==> src/rtl/mem_access_unit_if.sv <==
// CPU-side load/store bus between the datapath and mem_access_unit.
// The master drives requests; the slave (the unit) accepts them and returns
// one completion pulse per accepted request.
interface mem_access_unit_if;
  logic        req_valid;
  logic        req_ready;
  logic        req_we;
  logic [1:0]  req_size;
  logic        req_signed;
  logic [31:0] req_addr;
  logic [31:0] req_wdata;
  logic        resp_valid;
  logic        resp_err;
  logic [31:0] resp_rdata;

  modport master (
    output req_valid, req_we, req_size, req_signed, req_addr, req_wdata,
    input  req_ready, resp_valid, resp_err, resp_rdata
  );

  modport slave (
    input  req_valid, req_we, req_size, req_signed, req_addr, req_wdata,
    output req_ready, resp_valid, resp_err, resp_rdata
  );
endinterface

==> src/rtl/mem_access_unit.sv <==
// Load/store front end: turns byte-addressed byte/half/word requests into
// word accesses on a RAM without byte enables. Loads are lane-extracted and
// sign/zero extended; sub-word stores go through read-modify-write.
// Misaligned, illegal-size and out-of-range requests get an error response
// and never touch the RAM.
module mem_access_unit #(
  parameter int ADDR_WORDS = 1024
) (
  input  logic                clk,
  input  logic                rst_n,
  mem_access_unit_if.slave    bus,
  output logic                ram_wren,
  output logic [29:0]         ram_address,
  output logic [31:0]         ram_data,
  input  logic [31:0]         ram_q
);

  localparam logic [1:0] IDLE    = 2'd0;
  localparam logic [1:0] RD_ADDR = 2'd1;
  localparam logic [1:0] RD_DATA = 2'd2;
  localparam logic [1:0] WR      = 2'd3;

  localparam logic [1:0] SZ_BYTE = 2'd0;
  localparam logic [1:0] SZ_HALF = 2'd1;
  localparam logic [1:0] SZ_WORD = 2'd2;
  localparam logic [1:0] SZ_BAD  = 2'd3;

  // One extra bit so a depth of 2^30 words does not wrap to zero.
  localparam logic [30:0] WORD_LIMIT = 31'(ADDR_WORDS);

  logic [1:0]  state;
  logic [29:0] addr_q;
  logic [1:0]  lane_q;
  logic [1:0]  size_q;
  logic        signed_q;
  logic        we_q;
  logic [31:0] data_q;

  logic        resp_valid_q;
  logic        resp_err_q;
  logic [31:0] resp_rdata_q;

  logic        accept;
  logic        req_err;
  logic [4:0]  lane_shift;
  logic [31:0] shifted_q;
  logic [31:0] load_val;
  logic [31:0] lane_mask;
  logic [31:0] merged;

  assign bus.req_ready  = (state == IDLE);
  assign accept         = bus.req_valid && (state == IDLE);
  assign bus.resp_valid = resp_valid_q;
  assign bus.resp_err   = resp_err_q;
  assign bus.resp_rdata = resp_rdata_q;

  // Error decode on the live request: illegal size, misalignment, then range.
  always_comb begin
    req_err = 1'b0;
    if (bus.req_size == SZ_BAD)
      req_err = 1'b1;
    else if (bus.req_size == SZ_HALF && bus.req_addr[0] != 1'b0)
      req_err = 1'b1;
    else if (bus.req_size == SZ_WORD && bus.req_addr[1:0] != 2'b00)
      req_err = 1'b1;
    else if ({1'b0, bus.req_addr[31:2]} >= WORD_LIMIT)
      req_err = 1'b1;
  end

  // Little-endian lane extraction/extension for loads and lane merge for stores.
  // Alignment is already enforced, so one byte-granular shift serves both sizes.
  always_comb begin
    lane_shift = {lane_q, 3'b000};
    shifted_q  = ram_q >> lane_shift;
    load_val   = ram_q;
    lane_mask  = 32'h0000_0000;
    case (size_q)
      SZ_BYTE: begin
        load_val  = {{24{signed_q & shifted_q[7]}}, shifted_q[7:0]};
        lane_mask = 32'h0000_00FF << lane_shift;
      end
      SZ_HALF: begin
        load_val  = {{16{signed_q & shifted_q[15]}}, shifted_q[15:0]};
        lane_mask = 32'h0000_FFFF << lane_shift;
      end
      default: begin
        load_val  = ram_q;
        lane_mask = 32'hFFFF_FFFF;
      end
    endcase
    merged = (ram_q & ~lane_mask) | ((data_q << lane_shift) & lane_mask);
  end

  // Control FSM: errors stay idle, word stores write directly, everything else reads first.
  always_ff @(posedge clk or negedge rst_n) begin
    if (!rst_n) begin
      state <= IDLE;
    end else begin
      case (state)
        IDLE: begin
          if (accept && !req_err) begin
            if (bus.req_we && bus.req_size == SZ_WORD)
              state <= WR;
            else
              state <= RD_ADDR;
          end
        end
        RD_ADDR: state <= RD_DATA;
        RD_DATA: state <= we_q ? WR : IDLE;
        WR:      state <= IDLE;
        default: state <= IDLE;
      endcase
    end
  end

  // Request capture on a good acceptance; the data register later holds the merged word.
  always_ff @(posedge clk or negedge rst_n) begin
    if (!rst_n) begin
      addr_q   <= '0;
      lane_q   <= '0;
      size_q   <= '0;
      signed_q <= 1'b0;
      we_q     <= 1'b0;
      data_q   <= '0;
    end else if (accept && !req_err) begin
      addr_q   <= bus.req_addr[31:2];
      lane_q   <= bus.req_addr[1:0];
      size_q   <= bus.req_size;
      signed_q <= bus.req_signed;
      we_q     <= bus.req_we;
      data_q   <= bus.req_wdata;
    end else if (state == RD_DATA && we_q) begin
      data_q <= merged;
    end
  end

  // Completion pulse generation; rdata holds between pulses and is cleared for stores/errors.
  always_ff @(posedge clk or negedge rst_n) begin
    if (!rst_n) begin
      resp_valid_q <= 1'b0;
      resp_err_q   <= 1'b0;
      resp_rdata_q <= '0;
    end else begin
      resp_valid_q <= 1'b0;
      resp_err_q   <= 1'b0;
      if (accept && req_err) begin
        resp_valid_q <= 1'b1;
        resp_err_q   <= 1'b1;
        resp_rdata_q <= '0;
      end else if (state == RD_DATA && !we_q) begin
        resp_valid_q <= 1'b1;
        resp_rdata_q <= load_val;
      end else if (state == WR) begin
        resp_valid_q <= 1'b1;
        resp_rdata_q <= '0;
      end
    end
  end

  assign ram_wren    = (state == WR);
  assign ram_address = addr_q;
  assign ram_data    = (state == WR) ? data_q : 32'h0000_0000;

endmodule
==> src/flat_wrapper.sv <==
// flat-port wrapper written by rule: the top's interface ports become plain ports
module mem_access_unit_flat 
#(
  parameter int ADDR_WORDS = 1024
)
  (clk, rst_n, ram_wren, ram_address, ram_data, ram_q, bus_req_valid, bus_req_we, bus_req_size, bus_req_signed, bus_req_addr, bus_req_wdata, bus_req_ready, bus_resp_valid, bus_resp_err, bus_resp_rdata);
  mem_access_unit_if bus_i ();
  input  logic clk;
  input  logic rst_n;
  output logic ram_wren;
  output logic [29:0] ram_address;
  output logic [31:0] ram_data;
  input  logic [31:0] ram_q;
  input wire logic [$bits(bus_i.req_valid)-1:0] bus_req_valid;
  input wire logic [$bits(bus_i.req_we)-1:0] bus_req_we;
  input wire logic [$bits(bus_i.req_size)-1:0] bus_req_size;
  input wire logic [$bits(bus_i.req_signed)-1:0] bus_req_signed;
  input wire logic [$bits(bus_i.req_addr)-1:0] bus_req_addr;
  input wire logic [$bits(bus_i.req_wdata)-1:0] bus_req_wdata;
  output wire logic [$bits(bus_i.req_ready)-1:0] bus_req_ready;
  output wire logic [$bits(bus_i.resp_valid)-1:0] bus_resp_valid;
  output wire logic [$bits(bus_i.resp_err)-1:0] bus_resp_err;
  output wire logic [$bits(bus_i.resp_rdata)-1:0] bus_resp_rdata;
  assign bus_i.req_valid = bus_req_valid;
  assign bus_i.req_we = bus_req_we;
  assign bus_i.req_size = bus_req_size;
  assign bus_i.req_signed = bus_req_signed;
  assign bus_i.req_addr = bus_req_addr;
  assign bus_i.req_wdata = bus_req_wdata;
  assign bus_req_ready = bus_i.req_ready;
  assign bus_resp_valid = bus_i.resp_valid;
  assign bus_resp_err = bus_i.resp_err;
  assign bus_resp_rdata = bus_i.resp_rdata;
  mem_access_unit #(.ADDR_WORDS(ADDR_WORDS)) u_core (.clk(clk), .rst_n(rst_n), .bus(bus_i), .ram_wren(ram_wren), .ram_address(ram_address), .ram_data(ram_data), .ram_q(ram_q));
endmodule
==> config.mk <==
export PLATFORM = sky130hd
export DESIGN_NAME = mem_access_unit_flat
export DESIGN_NICKNAME = d
export VERILOG_FILES = /design/src/rtl/mem_access_unit_if.sv /design/src/rtl/mem_access_unit.sv /design/src/flat_wrapper.sv
export SDC_FILE = /design/constraint.sdc
export NUM_CORES = 1
export LEC_CHECK = 0
export CAP_MARGIN = 20
export CORE_MARGIN = 4
export CORE_UTILIZATION = 49
export DETAILED_ROUTE_END_ITERATION = 8
export GPL_TIMING_DRIVEN = 0
export PLACE_DENSITY_LB_ADDON = 0.08
export SLEW_MARGIN = 40
export SYNTH_ARGS = -nofsm -noshare
export SYNTH_HDL_FRONTEND = slang
export SYNTH_SLANG_ARGS = --single-unit
==> constraint.sdc <==
create_clock -name clk -period 3.5 [get_ports clk]
set_input_delay 0.525 -clock clk [delete_from_list [all_inputs] [get_ports clk]]
set_output_delay 0.525 -clock clk [all_outputs]
set_load 0.1 [all_outputs]
Yosys cells after proc, flatten, opt, wreduce, memory -nomap -nowiden. Index checks and enable logic that the tools add are counted.

Register bits after elaboration: 104. Input bits: 103. Output and inout port bits: 98. Word-level logic and storage cells: 64.

Order comparisons: 1. Equality and inequality tests: 8. Shift operators: 4. Muxes and demuxes: 20. Bitwise logic cells: 6. Reductions and logical operators: 15.

Operator list (count): $mux 32 (6); $pmux 32 s2 (2); $and 32x32->32 (2); $not 32->32 (1); $or 32x32->32 (1); $shl 16x5->32 const A (1); $shl 32x5->32 (1); $shl 8x5->32 const A (1); $shr 32x5->16 (1); $ge 30x11->1 const B (1); $eq 2x2->1 const B (4); $logic_and 1x1->1 (8); $mux 1 (8); $pmux 2 s4 (1); $eq 2x1->1 const B (3); $mux 2 (3); $logic_not 2->1 (2); $reduce_bool 2->1 (2); $reduce_bool 3->1 (1); $and 1x1->1 (2); $logic_not 1->1 (2); $ne 2x1->1 const B (1).

Depth between registers and ports, before layout. Gate-level depths: netlist (run 1).

Depth in word-level cells: 9. Gate-level depth with buffers: 7. Mapped depth without buffers: 5.

Worst setup path before layout (run 1). No wires, ideal clock.

Path kind: reg2out. Start point: reg u_core.state[1]. End point: out bus_req_ready. Arrival time: 1.997 ns. Path slack: 0.978 ns. Stages on the path, launching flop included: 4. Path buffers: 2. Cell sequence: dfrtp_1 > clkbuf_1 > clkbuf_1 > nor2_1.

Longest elaborated chain between the ends: 1.

RTL lines: start: declaration (RTL line mem_access_unit.sv:31) `logic [1:0] state;`; start signal: assignment (RTL line mem_access_unit.sv:109) `RD_DATA: state <= we_q ? WR : IDLE;`; $logic_not 2->1 (RTL line mem_access_unit.sv:51) `assign bus.req_ready = (state == IDLE);`; end: declaration (RTL line flat_wrapper.sv:20) `output wire logic [$bits(bus_i.req_ready)-1:0] bus_req_ready;`.

Every way passes these cells.

Worst setup path after layout (run 1).
Start point: in bus_req_addr[19]. End point: reg u_core.signed_q.

Longest elaborated chain between the ends: 7.

RTL lines: start: declaration (RTL line flat_wrapper.sv:18) `input wire logic [$bits(bus_i.req_addr)-1:0] bus_req_addr;`; $ge 30x11->1 (RTL line mem_access_unit.sv:66) `else if ({1'b0, bus.req_addr[31:2]} >= WORD_LIMIT)`; $mux 1 (RTL line mem_access_unit.sv:66); $mux 1 (RTL line mem_access_unit.sv:64) `else if (bus.req_size == SZ_WORD && bus.req_addr[1:0] != 2'b00)`; $mux 1 (RTL line mem_access_unit.sv:62) `else if (bus.req_size == SZ_HALF && bus.req_addr[0] != 1'b0)`; $mux 1 (RTL line mem_access_unit.sv:60) `if (bus.req_size == SZ_BAD)`; $logic_not 1->1 (RTL line mem_access_unit.sv:125) `end else if (accept && !req_err) begin`; $logic_and 1x1->1 (RTL line mem_access_unit.sv:125); end signal: assignment (RTL line mem_access_unit.sv:129) `signed_q <= bus.req_signed;`; end: declaration (RTL line mem_access_unit.sv:35) `logic signed_q;`.

Every way passes these cells. A chain may end at the register's enable or synchronous reset.

==> flow_summary.toml, run 1 <==
[status]
run_status = "complete, no violations"

[worst_setup_path]
path_depth = 6
startpoint = "bus_req_addr[19]"
slowest_stage = "or4_1"
crit_path_start_kind = "input port"
regToRegEndpoint = "u_core.bus.resp_rdata[26]"
cp-endpoint = "u_core.signed_q"
r2r_cells = 6
cp_num_buf_inv = 2
crit_type = "in -> reg"
cp_cell_sequence = "clkdlybuf4s50_1 -> or4_1 -> nor4_4 -> and2_1 -> buf_4 -> mux2_1"
rr_startpoint = "u_core.lane_q[1]"
cp.required_ps = 3740
cp.arrival_ps = 2990
r2r_slack_ps = 1060
critPathMaxFanout = 10
slowest_delay_ps = 620
cp-end-kind = "flop"
cpLargestDelayFamily = "simple AND/OR/NAND/NOR gates"

[clock_tree]
worst_skew_pair.late_latency_ps = 360
cts_max_level = 3
cts_buffer_depth = 2
cts_tree = "yes"
cts_sinks = 104
post-cts-setup-buffer-count = 0
clk_pin_slew_ps = 70
ctsResizeCount = 0
cts_hold_buf = 1
numCtsBuffers = 9
cts_root_buffer = "clkbuf_16"

[worst_hold_path]
hold_class = "reg -> reg"

[global_routing]
grt.overflow.total = 0
antenna_found_initial = 0
grtUsageMet3 = 0.0737
grt_max_degree = 80
grt.met1_usage = 0.401
grt_pass1_wl_um = 31000
met2_usage = 0.506
grt-busiest-layer = "met2"
track_usage = 0.309
grt_pass1_vias = 5661

[yosys]
synth_ff_type = "dfrtp_1"
async_flop_share = 1.00
synth_cells = 547
avgSynthCellArea_um2 = 10.3
synth_edf_count = 0
synth-seq-cells = 104
yosysWarnings = 0
synth.distinct_cells = 52
ys_seq_area_frac = 0.461
syn-num-nets = 650
synth_area_um2 = 5640

[drt]
routed-via-count = 5523
via_per_inst = 6.10
postRouteAntennaNets = 0
drc_errors = 0
wire_per_inst_um = 22.7
drt_iter0_markers = 434
wl_um = 20500
firstDrtPassIters = 5

[power_and_ir_drop]
ir_drop_mv = 0.375
p_clk_frac = 0.413
intPower_mw = 1.84
switching_share = 0.245
total_power_mw = 2.43
power.leakage_nw = 3.69
combPwrFrac = 0.090
power.switching_mw = 0.594
seqPwrFrac = 0.497
power_density_nw_per_um2 = 316

[floorplanning]
coreArea_um2 = 11000
start_util = 0.511
placementRows = 38
die_y_um = 115
die_width_um = 115
pin_count = 201
die_area_um2 = 13300

[sta]
slew_violations = 0
finalSetupViolCount = 0
fin_skew_ps = 10.6
maxSlewHeadroom = 0.409
setup_tns_ps = 0
worst_pin_slew_ps = 883
hold_violations = 0
post-route-period-util = 0.785
rsz0062_at_grt = "false"
min_period_ps = 2750
max_freq_mhz = 364

[final_layout]
fill_cells = 849
drive_above_1_share = 0.208
area_growth_pct = 36.1
n_antenna_cell = 0
fin_nets = 863

[placed_design]
place_congestion = 0.924
io_buffers = 200
dpl.hpwl_um = 15700

[job]
maxCapViolCount = 0
==> worst min-delay path by stage <==
| stage | slack (ps) | depth (start not counted) | start | to |
|---|---|---|---|---|
| after floorplan | 230 | 0 | rst_n | async pin |
| after global placement | 470 | 1 | u_core.ram_address[21] | u_core.ram_address[21] |
| after detailed placement | 380 | 1 | rst_n | u_core.state[0] |
| after CTS | 480 | 1 | u_core.ram_address[28] | u_core.ram_address[28] |
| after global routing | 500 | 1 | u_core.bus.resp_rdata[13] | u_core.bus.resp_rdata[13] |
| final | 480 | 1 | u_core.ram_address[26] | u_core.ram_address[26] |
==> final cells by class <==
class	instances	area [um2]	share of cell area
Clock inverter	6	63.8	0.00831
Timing Repair Buffer	202	1550	0.202
Tap cell	140	175	0.0228
Inverter	12	45.0	0.00587
Sequential cell	104	2600	0.339
Buffer	54	228	0.0297
Clock buffer	10	229	0.0298
Multi-Input combinational cell	377	2780	0.362
==> cells in the mapped netlist (2+ instances only) <==
cell         n  area share
o2bb2ai_1   12       0.019
nor2b_1     11       0.012
buf_1        4      0.0027
a31o_2       2      0.0031
dfrtp_1    104        0.46
o22a_1       3      0.0047
a21oi_1     12       0.011
a32o_1      24       0.043
a21o_1       3      0.0040
mux2i_1     22       0.039
o221ai_1     8       0.012
a22oi_1     14       0.019
a211oi_1     8       0.011
nand2b_1    18       0.020
and2_1      23       0.026
nor3_1      10      0.0089
a2bb2oi_1   11       0.017
a22o_1       3      0.0047
and3_1      32       0.035
nand3_1     31       0.028
mux2_1       6       0.012
buf_2       10      0.0089
nand2_1      5      0.0033
o311a_1      4      0.0071
or2_2        2      0.0022
or4_1        2      0.0027
o21ai_0     26       0.023
a211o_1     11       0.017
nor2_1      20       0.013
inv_1       12      0.0080
a221o_1      4      0.0071
nor4_1       2      0.0022
nor3b_1      2      0.0027
clkbuf_1    37       0.025
o31ai_1     12       0.016
a221oi_1     3      0.0047
mux2_2      19       0.038
==> cell usage in the layout (no fill, tap or decap), drive strengths merged, types with 4 or more instances in the layout <==
cell type,Yosys,layout
a21oi,12,12
nor2b,11,11
nand2,6,6
dfrtp,104,104
and2,23,23
clkdlybuf4s50,0,101
mux2i,22,22
nor3,10,10
a2bb2oi,11,11
clkbuf,38,48
a32o,24,24
o221ai,8,8
o31ai,12,12
nand3,31,31
buf,16,116
mux2,25,25
a211o,11,11
o21ai,26,26
and3,32,32
nor2,20,20
a221o,4,4
o2bb2ai,12,12
inv,12,15
o311a,4,4
a22oi,14,14
nand2b,18,18
a211oi,8,8
==> per-stage QoR <==
| step | worst slack (ps) | cell area [um2] | cells | util | hold WS, ps |
|---|---|---|---|---|---|
| 6_report | 754 | 7680 | 905 | 0.696 | 484 |
| 5_1_grt | 719 | 7680 | 905 | 0.696 | 500 |
| 4_1_cts | 775 | 7670 | 905 | 0.696 | 485 |
| 3_5_place_dp | 433 | 7370 | 888 | 0.668 | 380 |
| 3_3_place_gp | -1800 | 7820 | 887 | 0.709 | 468 |
| 2_1_floorplan | 978 | 5640 | 547 | - | 229 |
==> cells by family after synthesis <==
| kind of cell | synth area share |
|---|---|
| buf+inv | 0.0483 |
| flops | 0.461 |
| compound gates | 0.228 |
| simple gates | 0.170 |
| mux | 0.0929 |
==> power groups by stage <==
stage | registers, mW | logic [mW] | clock network (mW)
2_1_floorplan | 1.24 | 0.0353 | 0
4_1_cts | 1.21 | 0.219 | 1.02
5_1_grt | 1.21 | 0.233 | 1.07
6_report | 1.21 | 0.219 | 1.00
3_5_place_dp | 1.23 | 0.217 | 0
3_3_place_gp | 1.23 | 0.209 | 0
==> routing by layer <==
layer,wire length [um],up-vias
li1,-,2496
met1,8320,2684
met2,9730,307
met3,1940,36
met4,554,0
met5,0,-
(Power assumes the default switching activity.)
==> run 2: changes to the inputs <==
--- a/config.mk
+++ b/config.mk
@@ -7,7 +7,7 @@
 export LEC_CHECK = 0
 export CAP_MARGIN = 20
 export CORE_MARGIN = 4
-export CORE_UTILIZATION = 49
+export CORE_UTILIZATION = 41
 export DETAILED_ROUTE_END_ITERATION = 8
 export GPL_TIMING_DRIVEN = 0
 export PLACE_DENSITY_LB_ADDON = 0.08
==> constraint.sdc (replaced) <==
create_clock -name clk -period 2.45 [get_ports clk]
set_input_delay 0.3675 -clock clk [delete_from_list [all_inputs] [get_ports clk]]
set_output_delay 0.3675 -clock clk [all_outputs]
set_load 0.1 [all_outputs]
==> flow_summary.toml, run 2 (same netlist as run 1, synthesis figures left out) <==
[status]
run_status = "complete, no violations"

[drt]
drt_iter0_markers = 415
firstDrtPassIters = 5
wl_um = 20600
wire_per_inst_um = 21.9
routed-via-count = 5398
drc_errors = 0
postRouteAntennaNets = 0
via_per_inst = 5.73

[worst_setup_path]
r2r_slack_ps = 140
critPathMaxFanout = 10
cp-endpoint = "u_core.bus.resp_rdata[27]"
startpoint = "ram_q[31]"
path_depth = 7
cp-end-kind = "flop"
crit_type = "in -> reg"
slowest_delay_ps = 530
r2r_cells = 6
cpLargestDelayFamily = "buffers and inverters"
cp_num_buf_inv = 3
slowest_stage = "clkdlybuf4s50_1"
cp_cell_sequence = "clkdlybuf4s50_1 -> mux4_2 -> a31o_2 -> clkbuf_1 -> a21o_2 -> buf_2 -> a32o_1"
rr_startpoint = "u_core.lane_q[1]"
regToRegEndpoint = "u_core.bus.resp_rdata[27]"
crit_path_start_kind = "input port"
cp.arrival_ps = 2640
cp.required_ps = 2690

[final_layout]
layout_common_cells = "dfrtp_1, clkdlybuf4s50_1, buf_2, clkbuf_1, and3_1"
drive_above_1_share = 0.219
n_antenna_cell = 0
multiInputGateArea_um2 = 2780
post-route-util = 0.587
fin_nets = 864
area_growth_pct = 38.8
mostFrequentLayoutCell = "dfrtp_1"
fill_cells = 1160
finalNonFillerCells = 942
regArea_um2 = 2600

[placed_design]
dpl.hpwl_um = 15900
post-place-ws_ps = -533
place_congestion = 0.917
io_buffers = 200
placed_cells = 924

[floorplanning]
die_y_um = 125
die_width_um = 125
placementRows = 42
coreArea_um2 = 13300
die_area_um2 = 15700
start_util = 0.423
pin_count = 201

[clock_tree]
numCtsBuffers = 9
cts_tree = "yes"
worst_skew_pair.late_latency_ps = 360
cts_buffer_depth = 2
cts_sinks = 104
cts_root_buffer = "clkbuf_16"
clk_pin_slew_ps = 70
cts_max_level = 3

[global_routing]
grt_pass1_wl_um = 31800
grt_max_degree = 72
antenna_found_initial = 0
grt_pass1_vias = 5467
track_usage = 0.258
grt.overflow.total = 0

[sta]
maxSlewHeadroom = 0.448
hold_violations = 0
post-route-period-util = 0.978
hold_slack_ps = 462
worst_pin_slew_ps = 825
fin_ws_ps = 53.0
slew_violations = 0
max_freq_mhz = 417
min_period_ps = 2400
fin_skew_ps = 6.95
finalSetupViolCount = 0
rsz0062_at_grt = "true"

[power_and_ir_drop]
total_power_mw = 3.55
ir_drop_mv = 0.340
power_density_nw_per_um2 = 454
power.leakage_nw = 3.71

[job]
maxCapViolCount = 0

[worst_hold_path]
hold_class = "in -> async"
run 2: stage by stage:
stage	area (um2)	setup TNS (ps)
final	7830	0
after global routing	7830	0
after CTS	7740	0
after detailed placement	7410	-33760
after global placement	7860	-322390
after floorplan	5640	0
run 2: layout make-up:
| type | instances | share of cell area |
|---|---|---|
| Sequential cell | 104 | 0.332 |
| Timing Repair Buffer | 204 | 0.210 |
| Buffer | 53 | 0.0294 |
| Multi-Input combinational cell | 377 | 0.355 |
| Clock buffer | 10 | 0.0292 |
| Tap cell | 176 | 0.0281 |
| Inverter | 12 | 0.00575 |
| Clock inverter | 6 | 0.00959 |
run 2: routing by layer:
layer / vias up / part of all wire / GRT usage
met5: - / 0 / 0
met4: 0 / 0.023 / 0.0906
met3: 38 / 0.080 / 0.0657
met2: 233 / 0.47 / 0.407
met1: 2625 / 0.43 / 0.347
li1: 2502 / - / -
run 2: worst min path at each step:
stage	startpoint	to	slack, ps	cells past startpoint
floorplan	rst_n	async pin	70	0
global route	rst_n	u_core.data_q[6]	490	2
finish	rst_n	u_core.data_q[4]	460	2
global placement	u_core.ram_address[10]	u_core.ram_address[10]	470	1
detailed placement	rst_n	u_core.data_q[4]	250	1
CTS	rst_n	u_core.data_q[4]	460	2
run 2: where the power goes:
group	switching (mW)	internal, mW
registers	0.00348	1.72
clock network	0.704	0.811
logic	0.133	0.180
run 2: worst reg2reg max path, delay by kind of cell (launching register included):
family / cells / cell delay, ps
AO/OA/AOI/OAI: 3 / 790
buffers and inverters: 2 / 410
flip-flops: 1 / 460
multiplexers: 1 / 530
run 2: what timing repair did:
item / 4_1_cts / 5_1_grt
pin swaps: 1 / 0
setup buffers: 2 / 0
gates resized for setup: 0 / 42
hold buffers: 1 / 0
gates cloned: 0 / 0
endpoints found under the hold margin: 33 / 0
setup endpoints to repair: 29 / 46
==> run 3: changes to the inputs <==
--- a/config.mk
+++ b/config.mk
@@ -15,3 +15,4 @@
 export SYNTH_ARGS = -nofsm -noshare
 export SYNTH_HDL_FRONTEND = slang
 export SYNTH_SLANG_ARGS = --single-unit
+export TNS_END_PERCENT = 50
==> results of run 3 <==
Final layout, timing and power as in run 2 (identical DEF).
